$ cat src/rtl/ring_buffer_pkg.sv
// Shared state encoding, data-set type and default sizing for the ring buffer controller.
// Latency: none, declarations only.
// Backpressure: not applicable.
package ring_buffer_pkg;

  localparam int DEF_DATA_WIDTH  = 4;
  localparam int DEF_DATA_OF_SET = 4;
  localparam int DEF_BUFFER_SIZE = 4;
  localparam int DEF_MAX_BURST   = 16;

  typedef enum logic [1:0] {
    ST_IDLE   = 2'd0,
    ST_STREAM = 2'd1,
    ST_DRAIN  = 2'd2,
    ST_DONE   = 2'd3
  } ctrl_state_t;

  typedef logic [DEF_DATA_OF_SET*DEF_DATA_WIDTH-1:0] data_set_t;

endpackage

$ cat src/rtl/ring_buffer_ctrl_skid.sv
// Two-entry output FIFO that catches ring buffer read data one cycle after each read issue.
// Latency: read issued at t is loaded at the end of t+1 and presented from t+2.
// Backpressure: credit only while held entries (net of this cycle's pop) plus the in-flight read stay below two.
module ring_buffer_ctrl_skid
  import ring_buffer_pkg::*;
#(
  parameter int W = DEF_DATA_OF_SET * DEF_DATA_WIDTH
) (
  input  logic         clk,
  input  logic         rst,
  input  logic         rd_issue,
  input  logic [W-1:0] rd_data,
  input  logic         pop,
  output logic         vld,
  output logic [W-1:0] head,
  output logic         credit
);

  logic [W-1:0] ent0;
  logic [W-1:0] ent1;
  logic [1:0]   cnt;
  logic         inflight;
  logic         pop_ok;
  logic [2:0]   used;

  assign vld    = (cnt != 2'd0);
  assign head   = ent0;
  assign pop_ok = pop && vld;

  // Counting the current pop as already freed keeps one set per cycle flowing with the consumer ready.
  always_comb begin
    used   = {1'b0, cnt} + {2'b00, inflight} - {2'b00, pop_ok};
    credit = (used < 3'd2);
  end

  // Load returning read data at the tail and shift on pop, preserving FIFO order.
  always_ff @(posedge clk or negedge rst) begin
    if (!rst) begin
      ent0     <= '0;
      ent1     <= '0;
      cnt      <= 2'd0;
      inflight <= 1'b0;
    end else begin
      inflight <= rd_issue;
      case ({inflight, pop_ok})
        2'b10: begin
          if (cnt == 2'd0) ent0 <= rd_data;
          else             ent1 <= rd_data;
          cnt <= cnt + 2'd1;
        end
        2'b01: begin
          ent0 <= ent1;
          cnt  <= cnt - 2'd1;
        end
        2'b11: begin
          if (cnt == 2'd1) begin
            ent0 <= rd_data;
          end else begin
            ent0 <= ent1;
            ent1 <= rd_data;
          end
        end
        default: begin
        end
      endcase
    end
  end

endmodule

$ cat src/rtl/ring_buffer_ctrl.sv
// Burst sequencer moving producer data sets through one ring buffer to the consumer; optional RING_BUFFER_CTRL_CHECK_EN adds a sticky err.
// Latency: write at t -> buf_ren at t+1 earliest -> m_valid at t+3; last consumer handshake at t -> done at t+1.
// Backpressure: s_ready drops on buf_full or once the burst is written; reads stall on empty buffer or a full skid.
module ring_buffer_ctrl
  import ring_buffer_pkg::*;
#(
  parameter int  DATA_WIDTH  = DEF_DATA_WIDTH,
  parameter int  DATA_OF_SET = DEF_DATA_OF_SET,
  parameter int  BUFFER_SIZE = DEF_BUFFER_SIZE,
  parameter int  MAX_BURST   = DEF_MAX_BURST,
  localparam int SW = DATA_OF_SET * DATA_WIDTH,
  localparam int CW = $clog2(MAX_BURST + 1),
  localparam int OW = $clog2(BUFFER_SIZE + 1)
) (
  input  logic          clk,
  input  logic          rst,
  input  logic          start,
  input  logic [CW-1:0] burst_len,
  output logic          busy,
  output logic          done,
  input  logic          s_valid,
  output logic          s_ready,
  input  logic [SW-1:0] s_data,
  output logic          m_valid,
  input  logic          m_ready,
  output logic [SW-1:0] m_data,
  output logic          buf_wen,
  output logic          buf_ren,
  output logic [SW-1:0] buf_din,
  input  logic [SW-1:0] buf_dout,
  input  logic          buf_full,
  input  logic          buf_empty,
  output logic [OW-1:0] occupancy,
  output logic          err
);

  ctrl_state_t   state;
  ctrl_state_t   state_nxt;
  logic [CW-1:0] len_q;
  logic [CW-1:0] wr_cnt;
  logic [CW-1:0] rd_cnt;
  logic [CW-1:0] iss_cnt;
  logic          skid_credit;
  logic          rd_hs;
  logic          in_xfer;

  assign busy    = (state != ST_IDLE);
  assign done    = (state == ST_DONE);
  assign in_xfer = (state == ST_STREAM) || (state == ST_DRAIN);
  assign s_ready = (state == ST_STREAM) && !buf_full && (wr_cnt < len_q);
  assign buf_wen = s_valid && s_ready;
  assign buf_din = (state == ST_STREAM) ? s_data : '0;
  assign buf_ren = in_xfer && !buf_empty && skid_credit && (iss_cnt < len_q);
  assign rd_hs   = m_valid && m_ready;

  ring_buffer_ctrl_skid #(.W(SW)) u_skid (
    .clk      (clk),
    .rst      (rst),
    .rd_issue (buf_ren),
    .rd_data  (buf_dout),
    .pop      (rd_hs),
    .vld      (m_valid),
    .head     (m_data),
    .credit   (skid_credit)
  );

  // Burst phase: stream until the last write, drain until the last consumer handshake.
  always_comb begin
    state_nxt = state;
    case (state)
      ST_IDLE:   if (start) state_nxt = (burst_len == '0) ? ST_DONE : ST_STREAM;
      ST_STREAM: if (buf_wen && (wr_cnt + CW'(1) == len_q)) state_nxt = ST_DRAIN;
      ST_DRAIN:  if (rd_hs && (rd_cnt + CW'(1) == len_q)) state_nxt = ST_DONE;
      ST_DONE:   state_nxt = ST_IDLE;
      default:   state_nxt = ST_IDLE;
    endcase
  end

  // State register.
  always_ff @(posedge clk or negedge rst) begin
    if (!rst) state <= ST_IDLE;
    else      state <= state_nxt;
  end

  // Burst length and progress counters; reset by start so a new burst begins from zero.
  always_ff @(posedge clk or negedge rst) begin
    if (!rst) begin
      len_q   <= '0;
      wr_cnt  <= '0;
      rd_cnt  <= '0;
      iss_cnt <= '0;
    end else if (state == ST_IDLE) begin
      if (start) begin
        len_q   <= burst_len;
        wr_cnt  <= '0;
        rd_cnt  <= '0;
        iss_cnt <= '0;
      end
    end else begin
      if (buf_wen) wr_cnt  <= wr_cnt + CW'(1);
      if (rd_hs)   rd_cnt  <= rd_cnt + CW'(1);
      if (buf_ren) iss_cnt <= iss_cnt + CW'(1);
    end
  end

  // Buffer occupancy mirror: up on write, down on read, flat on both or neither.
  always_ff @(posedge clk or negedge rst) begin
    if (!rst) begin
      occupancy <= '0;
    end else begin
      case ({buf_wen, buf_ren})
        2'b10:   occupancy <= occupancy + OW'(1);
        2'b01:   occupancy <= occupancy - OW'(1);
        default: occupancy <= occupancy;
      endcase
    end
  end

`ifdef RING_BUFFER_CTRL_CHECK_EN
  logic err_q;
  assign err = err_q;

  // Sticky flag for buffer flags disagreeing with the local count, or a start while busy.
  always_ff @(posedge clk or negedge rst) begin
    if (!rst) begin
      err_q <= 1'b0;
    end else if ((buf_full != (occupancy == OW'(BUFFER_SIZE))) ||
                 (buf_empty != (occupancy == '0)) ||
                 (start && busy)) begin
      err_q <= 1'b1;
    end
  end
`else
  assign err = 1'b0;
`endif

endmodule

$ cat config.mk
export PLATFORM = sky130hd
export DESIGN_NAME = ring_buffer_ctrl
export DESIGN_NICKNAME = d
export VERILOG_FILES = /design/src/rtl/ring_buffer_pkg.sv /design/src/rtl/ring_buffer_ctrl_skid.sv /design/src/rtl/ring_buffer_ctrl.sv
export SDC_FILE = /design/constraint.sdc
export NUM_CORES = 1
export LEC_CHECK = 0
export BUFFER_PORTS_ARGS = -buffer_cell sky130_fd_sc_hd__buf_4
export CORE_MARGIN = 2
export CORE_UTILIZATION = 35
export CTS_CLUSTER_SIZE = 28
export DETAILED_ROUTE_END_ITERATION = 10
export GPL_ROUTABILITY_DRIVEN = 0
export GPL_TIMING_DRIVEN = 1
export HOLD_SLACK_MARGIN = 0.03
export PLACE_DENSITY_LB_ADDON = 0.3
export REMOVE_ABC_BUFFERS = 1
export SLEW_MARGIN = 10
export SYNTH_ARGS = -nofsm -noshare
export SYNTH_HDL_FRONTEND = slang
export SYNTH_SLANG_ARGS = --single-unit
$ cat constraint.sdc
create_clock -name clk -period 3.8 [get_ports clk]
set_clock_uncertainty 0.2 [all_clocks]
set_input_delay 0.19 -clock clk [delete_from_list [all_inputs] [get_ports clk]]
set_output_delay 0.19 -clock clk [all_outputs]
set_load 0.01 [all_outputs]
==> impl_metrics.csv <==
group,metric,value,unit
place,dp_hpwl,5.270,mm
yosys,async_flop_share,1.000,
yosys,yosysUniqueCellTypes,36,
sta,rsz0062_at_grt,"no",
detailed_routing,vias,2586,
die,fp.coreArea,9153,µm²
pwr,p_leak,2.261,nW
clock_tree,cts.clk_slew.worst_paths,80,ps
clock_tree,cts_tree,"yes",
setup_path,end_kind,"flop",
yosys,syn-cell-area,3267,µm²
clock_tree,clock_latency,340,ps
worst_hold_path,hold_depth,4,
detailed_routing,drt-initial-drc-count,75,
grt,grt_start_max_net_pins,61,
clock_tree,cts_root_buf,"clkbuf_8",
clock_tree,cts.path.max_buffers,2,
worst_hold_path,holdCritPathClass,"in -> reg",
sta,fin_hold_ws,74.53,ps
grt,overflow,0,
yosys,syn_inst,307,
yosys,synth-edff-count,0,
die,ios,86,
yosys,synth-seq-area-share,0.4596,
grt,grt_pass1_wl,11.90,mm
setup_path,reg2reg_depth,16,
place,portBuffers,84,
setup_path,worst-setup-path-type,"reg -> reg",
detailed_routing,wirelength,7.331,mm
yosys,synth_most_common_cell,"dfrtp_1",
flow_run,max_cap_viol_count,0,
yosys,synth_common_cells,"60 x dfrtp_1, 34 x nand2_1, 28 x o21ai_0",
setup_path,required,3870,ps
setup_path,critical_path_peak_fanout,3,
sta,slew_violations,0,
detailed_routing,drcViolationCount,0,
yosys,netlist.area_leader.share,0.4596,
pwr,vdd_drop_max,0.0003727,V
run_status,outcome,"completed",
sta,fmax,0.2824,GHz
sta,hold_violations,0,
yosys,synth-seq-cells,60,
sta,period_minus_slack,3541,ps
grt,antenna_found_initial,0,
yosys,yosysWarningCount,0,
sta,timing.final.crit_share,0.9318,
cells_and_area,final_nets,484,
detailed_routing,ant_nets,0,
yosys,avgSynthCellArea,10.64,µm²
sta,slew_headroom,0.4256,
sta,tightest_slew,861.5,ps
pwr,power.density,744.1,nW/µm²
detailed_routing,firstDrtPassIters,5,
grt,grt_pass1_vias,2577,
die,rows,35,
cells_and_area,diodes,0,
sta,setup_viol_count_final,0,
yosys,ys.flop_type,"dfrtp_1",
detailed_routing,via_per_inst,4.834,
grt,track_usage,0.1499,
detailed_routing,wire_per_inst,13.70,µm
clock_tree,clock-sinks,60,
yosys,synth_area_leaders,"dfrtp_1 46%, mux2_2 7.6%, ha_1 7.3%, mux2i_1 6.7%, o21ai_0 4.3%",
cells_and_area,layout-drive-gt1-share,0.3255,
yosys,yosysTopAreaCell,"dfrtp_1",
clock_tree,cts_buffers,9,
setup_path,timing.critical_path.from_type,"flop",
die,die_w,100.6,µm
setup_path,worstPathArrival,3620,ps
sta,tns,0,ps
cells_and_area,area_growth,38.61,%
clock_tree,htreeDepth,3,
die,die-area,10120,µm²
die,dieHeight,100.6,µm
die,start_util,0.3569,
-- critical path, stage by stage (launching register included) --
cell and delay (ps):
dfrtp_1 370, inv_1 90, ha_1 240, inv_2 80, nand2_2 70, xnor2_2 140, nand2b_1 160, fa_1 490
nor4bb_4 270, nand3_1 120, a31oi_2 180, ha_2 220, inv_1 60, fa_1 380, xor2_1 150, nor2_1 120
xor2_1 140
-- where the power goes --
part           leakage [nW]  internal [mW]  switching, mW
registers             0.757          0.907          0.209
clock network         0.120          0.407          0.265
logic                  1.38          0.832          0.749
-- stage by stage --
stage,power (mW),area (µm²),setup slack [ps],cells,util
after global routing,3.654,4528,14.20,535,0.4947
after detailed placement,2.643,4016,162.7,494,0.4388
after floorplan,2.057,3221,-23.43,296,-
after CTS,3.343,4471,163.3,532,0.4884
after global placement,2.584,4016,311.1,494,0.4388
final,3.370,4528,259.2,535,0.4947
-- path summary, 6_finish.rpt --
path | start | end | slack, ps
worst max-delay path | u_skid.cnt[0] | occupancy[2] | 260
worst min-delay path | m_ready | u_skid.cnt[0] | 70
worst max register to register | u_skid.cnt[0] | occupancy[2] | 260
worst min register to register | occupancy[2] | occupancy[2] | 280
max in group asynchronous | rst | u_skid.cnt[1] | 2580
min in group asynchronous | rst | state[1] | 260
-- layout by cell type, fill, tap and decap left out, types with 3 or more instances in the layout --
| cell type | count |
|---|---|
| a21o_1 | 4 |
| a21oi_1 | 3 |
| and2_1 | 17 |
| and3_1 | 3 |
| buf_4 | 90 |
| clkbuf_8 | 11 |
| dfrtp_1 | 59 |
| dlygate4sd3_1 | 22 |
| ha_1 | 18 |
| inv_1 | 17 |
| mux2_2 | 22 |
| mux2i_1 | 22 |
| nand2_1 | 33 |
| nand2b_1 | 3 |
| nand3_1 | 11 |
| nor2_1 | 6 |
| o21ai_0 | 28 |
| xnor2_1 | 13 |
| xor2_1 | 11 |
-- flip-flops by register name, indices dropped and copies added, names as in the netlist --
signal,count
u_skid.ent1,16
u_skid.head,16
iss_cnt,5
len_q,5
rd_cnt,5
wr_cnt,5
occupancy,3
state,2
u_skid.cnt,2
u_skid.inflight,1
-- metal layers --
layer,up-vias,global-route usage,share of wire
li1,1269,-,-
met1,1214,0.1933,0.46
met2,93,0.2395,0.46
met3,10,0.03883,0.074
met4,0,0.06217,0.0091
met5,-,0,0
-- cell families after synthesis --
logic type / share of synthesized area
adders and majority gates: 0.08503
DFF: 0.4596
AOI/OAI and AO/OA: 0.08503
other: 0.001148
and+or+nand+nor: 0.1241
muxes: 0.1432
buffers and inverters: 0.03485
xor gates and xnor gates: 0.06702
-- timing repair --
action	4_1_cts	5_1_grt
hold buffers	22	0
gates resized for setup	0	8
hold endpoints to repair	98	0
buffers inserted	0	3
setup endpoints to repair	0	1
-- layout make-up --
| cell class | instances | area [µm²] |
|---|---|---|
| flip-flops and latches | 60 | 1503 |
| inverters | 18 | 67.56 |
| well taps | 111 | 138.9 |
| fillers | 812 | 4624 |
| repair buffers | 112 | 895.9 |
| clock inverters | 5 | 82.58 |
| multi-input cells | 218 | 1689 |
| clock buffers | 11 | 151.4 |
Power figures use the tool's default switching activity.
